## src/rtl/cla_gp_input_stage_if.sv

```systemverilog
// Handshake/bus bundle for the CLA generate/propagate input stage.
//   Upstream side : in_valid, in_ready, a, b, sub
//   Downstream side: out_valid, out_ready, g, p, c0
// modport slave  : the stage itself
// modport master : the environment driving operands and consuming g/p/c0
interface cla_gp_input_stage_if #(
  parameter int unsigned WIDTH = 8
);
  logic             in_valid;
  logic             in_ready;
  logic [WIDTH-1:0] a;
  logic [WIDTH-1:0] b;
  logic             sub;
  logic             out_valid;
  logic             out_ready;
  logic [WIDTH-1:0] g;
  logic [WIDTH-1:0] p;
  logic             c0;

  modport slave (
    input  in_valid, a, b, sub, out_ready,
    output in_ready, out_valid, g, p, c0
  );

  modport master (
    output in_valid, a, b, sub, out_ready,
    input  in_ready, out_valid, g, p, c0
  );
endinterface

```

## src/rtl/cla_gp_input_stage.sv

```systemverilog
// Registered operand front-end for the carry-lookahead adder.
// Conditions each accepted operand pair for add/subtract (b inverted and
// c0 = sub when subtracting), and registers per-bit generate/propagate
// vectors plus carry-in. A 2-entry skid buffer (main M + skid S) keeps
// in_ready a registered output while sustaining one transfer per cycle.
// Ports:
//   clk   - rising-edge clock
//   rst_n - asynchronous active-low reset
//   bus   - cla_gp_input_stage_if slave: in_valid/in_ready/a/b/sub in,
//           out_valid/out_ready/g/p/c0 out
module cla_gp_input_stage #(
  parameter int unsigned WIDTH = 8
) (
  input  logic                   clk,
  input  logic                   rst_n,
  cla_gp_input_stage_if.slave    bus
);

  typedef enum logic [1:0] {
    EMPTY = 2'd0,
    ONE   = 2'd1,
    FULL  = 2'd2
  } state_t;

  state_t state_q, state_d;

  logic [WIDTH-1:0] m_g_q, m_p_q;
  logic             m_c_q;
  logic [WIDTH-1:0] s_g_q, s_p_q;
  logic             s_c_q;

  logic [WIDTH-1:0] b_eff;
  logic [WIDTH-1:0] in_g, in_p;

  logic in_xfer, out_xfer;
  logic load_m_in, load_m_skid, load_s;

  // Input-side conditioning
  always_comb begin
    b_eff = bus.sub ? ~bus.b : bus.b;
    in_g  = bus.a & b_eff;
    in_p  = bus.a ^ b_eff;
  end

  assign bus.in_ready  = (state_q != FULL);
  assign bus.out_valid = (state_q != EMPTY);
  assign bus.g         = m_g_q;
  assign bus.p         = m_p_q;
  assign bus.c0        = m_c_q;

  assign in_xfer  = bus.in_valid  && bus.in_ready;
  assign out_xfer = bus.out_valid && bus.out_ready;

  always_comb begin
    state_d     = state_q;
    load_m_in   = 1'b0;
    load_m_skid = 1'b0;
    load_s      = 1'b0;
    unique case (state_q)
      EMPTY: begin
        if (in_xfer) begin
          state_d   = ONE;
          load_m_in = 1'b1;
        end
      end
      ONE: begin
        if (in_xfer && out_xfer) begin
          load_m_in = 1'b1;
        end else if (in_xfer) begin
          state_d = FULL;
          load_s  = 1'b1;
        end else if (out_xfer) begin
          state_d = EMPTY;
        end
      end
      FULL: begin
        // in_ready is low here, so only the drain case exists
        if (out_xfer) begin
          state_d     = ONE;
          load_m_skid = 1'b1;
        end
      end
      default: state_d = EMPTY;
    endcase
  end

  always_ff @(posedge clk or negedge rst_n) begin
    if (!rst_n) begin
      state_q <= EMPTY;
      m_g_q   <= '0;
      m_p_q   <= '0;
      m_c_q   <= 1'b0;
      s_g_q   <= '0;
      s_p_q   <= '0;
      s_c_q   <= 1'b0;
    end else begin
      state_q <= state_d;
      if (load_m_in) begin
        m_g_q <= in_g;
        m_p_q <= in_p;
        m_c_q <= bus.sub;
      end else if (load_m_skid) begin
        m_g_q <= s_g_q;
        m_p_q <= s_p_q;
        m_c_q <= s_c_q;
      end
      if (load_s) begin
        s_g_q <= in_g;
        s_p_q <= in_p;
        s_c_q <= bus.sub;
      end
    end
  end

endmodule

```

## src/flat_wrapper.sv

```systemverilog
// flat-port wrapper written by rule: the top's interface ports become plain ports
module cla_gp_input_stage_flat 
#(
  parameter int unsigned WIDTH = 8
)
  (clk, rst_n, bus_in_valid, bus_a, bus_b, bus_sub, bus_out_ready, bus_in_ready, bus_out_valid, bus_g, bus_p, bus_c0);
  cla_gp_input_stage_if #(.WIDTH(WIDTH)) bus_i ();
  input  logic clk;
  input  logic rst_n;
  input wire logic [$bits(bus_i.in_valid)-1:0] bus_in_valid;
  input wire logic [$bits(bus_i.a)-1:0] bus_a;
  input wire logic [$bits(bus_i.b)-1:0] bus_b;
  input wire logic [$bits(bus_i.sub)-1:0] bus_sub;
  input wire logic [$bits(bus_i.out_ready)-1:0] bus_out_ready;
  output wire logic [$bits(bus_i.in_ready)-1:0] bus_in_ready;
  output wire logic [$bits(bus_i.out_valid)-1:0] bus_out_valid;
  output wire logic [$bits(bus_i.g)-1:0] bus_g;
  output wire logic [$bits(bus_i.p)-1:0] bus_p;
  output wire logic [$bits(bus_i.c0)-1:0] bus_c0;
  assign bus_i.in_valid = bus_in_valid;
  assign bus_i.a = bus_a;
  assign bus_i.b = bus_b;
  assign bus_i.sub = bus_sub;
  assign bus_i.out_ready = bus_out_ready;
  assign bus_in_ready = bus_i.in_ready;
  assign bus_out_valid = bus_i.out_valid;
  assign bus_g = bus_i.g;
  assign bus_p = bus_i.p;
  assign bus_c0 = bus_i.c0;
  cla_gp_input_stage #(.WIDTH(WIDTH)) u_core (.clk(clk), .rst_n(rst_n), .bus(bus_i));
endmodule
```

## config.mk

```make
export PLATFORM = sky130hd
export DESIGN_NAME = cla_gp_input_stage_flat
export DESIGN_NICKNAME = d
export VERILOG_FILES = /design/src/rtl/cla_gp_input_stage_if.sv /design/src/rtl/cla_gp_input_stage.sv /design/src/flat_wrapper.sv
export SDC_FILE = /design/constraint.sdc
export NUM_CORES = 1
export LEC_CHECK = 0
export BUFFER_PORTS_ARGS = -buffer_cell sky130_fd_sc_hd__buf_2
export CAP_MARGIN = 0
export CORE_AREA = 5 5 66 68
export DETAILED_ROUTE_END_ITERATION = 8
export DIE_AREA = 0 0 71 73
export GPL_ROUTABILITY_DRIVEN = 0
export PLACE_DENSITY = 0.74
export SYNTH_ARGS = -nofsm -noshare
export SYNTH_HDL_FRONTEND = slang
export SYNTH_SLANG_ARGS = --single-unit
```

## constraint.sdc

```tcl
create_clock -name clk -period 1.8 [get_ports clk]
set_input_delay 0.09 -clock clk [delete_from_list [all_inputs] [get_ports clk]]
set_output_delay 0.09 -clock clk [all_outputs]
set_load 0.01 [all_outputs]
```

==> reports/results.ini <==
[sta]
fmax_ghz=0.669
tns_ns=0
drv_slew=0
rsz0062_at_grt=false
max_slew_margin=0.470
min_period_ns=1.49
setup_viol=0
hold_violations=0
setup_slack_ns=0.305
skew_ns=0.00384
whs_ns=0.0280
finalCritPeriodShare=0.830
worstMarginPinSlew_ns=0.796

[die]
core.rowCount=23
die_h_um=73
start_util=0.496
dieArea_mm2=0.00518
ios=40
die_w_um=71
coreArea_mm2=0.00380

[finish]
final_area_mm2=0.00218
drive_gt1_frac=0.348
diodes=0
final_nets=232
syn_to_final_growth_pct=15.7
n_fill_cell=349

[routing]
via_per_inst=5.70
wire_per_inst_um=16.0
wl_um=4060
vias=1449
postRouteAntennaNets=0
drt_first_pass_iters=4
route.detailed.drc=0
drt-initial-drc-count=48

[global_routing]
grt_overflow=0
grt_pass1_wl_um=7040
grt_pass1_vias=1470
grt_usage=0.174
grt_start_max_net_pins=37
antenna_found_initial=0

[critical_path]
r2r-start=u_core.state_q[0]
worstPathMaxFanout=11
worstSetupPathType=register to register
critPathLaunch=u_core.state_q[0]
endpoint_kind=register
crit_required_ns=2.00
start_kind=register
cp.arrival_ns=1.69

[yosys]
yosysTopAreaCell=dfrtp_1
synthArstFlopShare=1.00
syn_nets=195
ys_types=25
netlist_top_cells_area=dfrtp_1, mux2_2, a211oi_1
ys.flop_type=dfrtp_1
synth_commonest_cells=dfrtp_1, mux2_2, o21ai_0
synthMostInstantiatedCell=dfrtp_1
ys_warn_count=0
synth.top_cell.area_share=0.478
synth_seq_cells=36
syn_inst=166
netlist_area_mm2=0.00188
yosysSeqAreaShare=0.478
syn_avg_cell_area_um2=11.3
synth_edf_count=0

[hold_path]
hold_start=bus_out_ready
hold_path_class=primary input to register

[pwr]
ir_worst_vdd_v=0.000399
comb_power_share=0.332
leakage_nw=0.976
seq_power_share=0.463
total_power_mw=2.81
clkPwrFrac=0.205
power_density_mw_per_mm2=1290
power_switching_mw=0.916
p_sw_frac=0.326
cell_internal_pwr_mw=1.89

[outcome]
status=complete, no violations

[clocking]
clockBufferDepth=2
cts_buffers=5
cts.repair.resized=0
path_clk_slew_ns=0.07
cts_tree=yes
cts.htree.levels=2
clkLatencyLatePin_ns=0.28
cts_sinks=36
cts_root_buf=clkbuf_8

[place]
placed_area_mm2=0.00208
dp_hpwl_um=2740
io_buffers=39
dpl_worst_slack_ns=0.310

[run]
drv_cap=0

## final timing paths
kind | endpoint | slack, ns | depth (start not counted)
max in group asynchronous | u_core.state_q[1] | 0.86 | 2
min reg2reg | u_core.s_g_q[2] | 0.50 | 1
min | u_core.state_q[1] | 0.03 | 2
max | u_core.bus.p[0] | 0.31 | 4
max reg2reg | u_core.bus.p[0] | 0.31 | 4
min in group asynchronous | u_core.bus.p[0] | 0.44 | 2
## area by class of cell
class,count,area [um2],area share
sequential,36,901,0.414
multi-input combinational,113,871,0.400
timing repair buffer,46,250,0.115
clock buffer,8,90.1,0.0414
tap,50,62.6,0.0287
inverter,1,3.75,0.00172
## critical path, cell delays in order (launching register included)
cell      delay (ns)
dfrtp_1         0.44
and3b_1         0.50
buf_4           0.25
a211oi_1        0.06
a31oi_1         0.17
## stage by stage
| stage | std cells | util |
|---|---|---|
| 2_1_floorplan | 166 | - |
| 3_3_place_gp | 245 | 0.547 |
| 3_5_place_dp | 245 | 0.547 |
| 4_1_cts | 254 | 0.573 |
| 6_report | 254 | 0.573 |
| 5_1_grt | 254 | 0.573 |
## logic make-up after synthesis
logic type | Yosys count | share of synthesized area
AOI/OAI and AO/OA | 54 | 0.183
xor gates and xnor gates | 8 | 0.0372
adders and majority gates | 8 | 0.0532
buffers and inverters | 17 | 0.0591
DFF | 36 | 0.478
muxes | 18 | 0.107
and+or+nand+nor | 25 | 0.0817
## layer usage
layer	GRT usage	vias up	wire, um
met1	0.224	699	1770
li1	-	699	-
met5	0	-	0
met4	0.0689	0	77
met2	0.275	43	1970
met3	0.0537	8	243
## flip-flops by register name, summed over array words and instances, names as in the netlist
name,flops
u_core.s_g_q,8
u_core.s_p_q,8
u_core.bus.g,8
u_core.bus.p,8
u_core.bus.c0,1
u_core.s_c_q,1
u_core.state_q,2
## power by group through the flow
| stage | registers, mW | clock network (mW) | logic [mW] |
|---|---|---|---|
| 6_report | 1.30 | 0.576 | 0.932 |
| 5_1_grt | 1.34 | 0.628 | 1.05 |
| 4_1_cts | 1.30 | 0.597 | 0.944 |
| 3_5_place_dp | 1.31 | 0 | 0.942 |
| 3_3_place_gp | 1.31 | 0 | 0.919 |
| 2_1_floorplan | 1.35 | 0 | 0.568 |
## cell usage in the layout, fill, tap and decap left out, drive strengths merged, types with 2 or more instances in the layout
master  instances
a211oi         16
a21oi           2
a31oi          16
and2b           2
buf            45
clkbuf          8
dfrtp          36
ha              8
mux2           17
nand2b          2
nand3          16
o21ai          17
xor2            8
## what timing repair did
item	4_1_cts	5_1_grt
hold buffers	1	0
hold endpoints to repair	36	0
setup buffers	0	0
(Power assumes the default switching activity.)
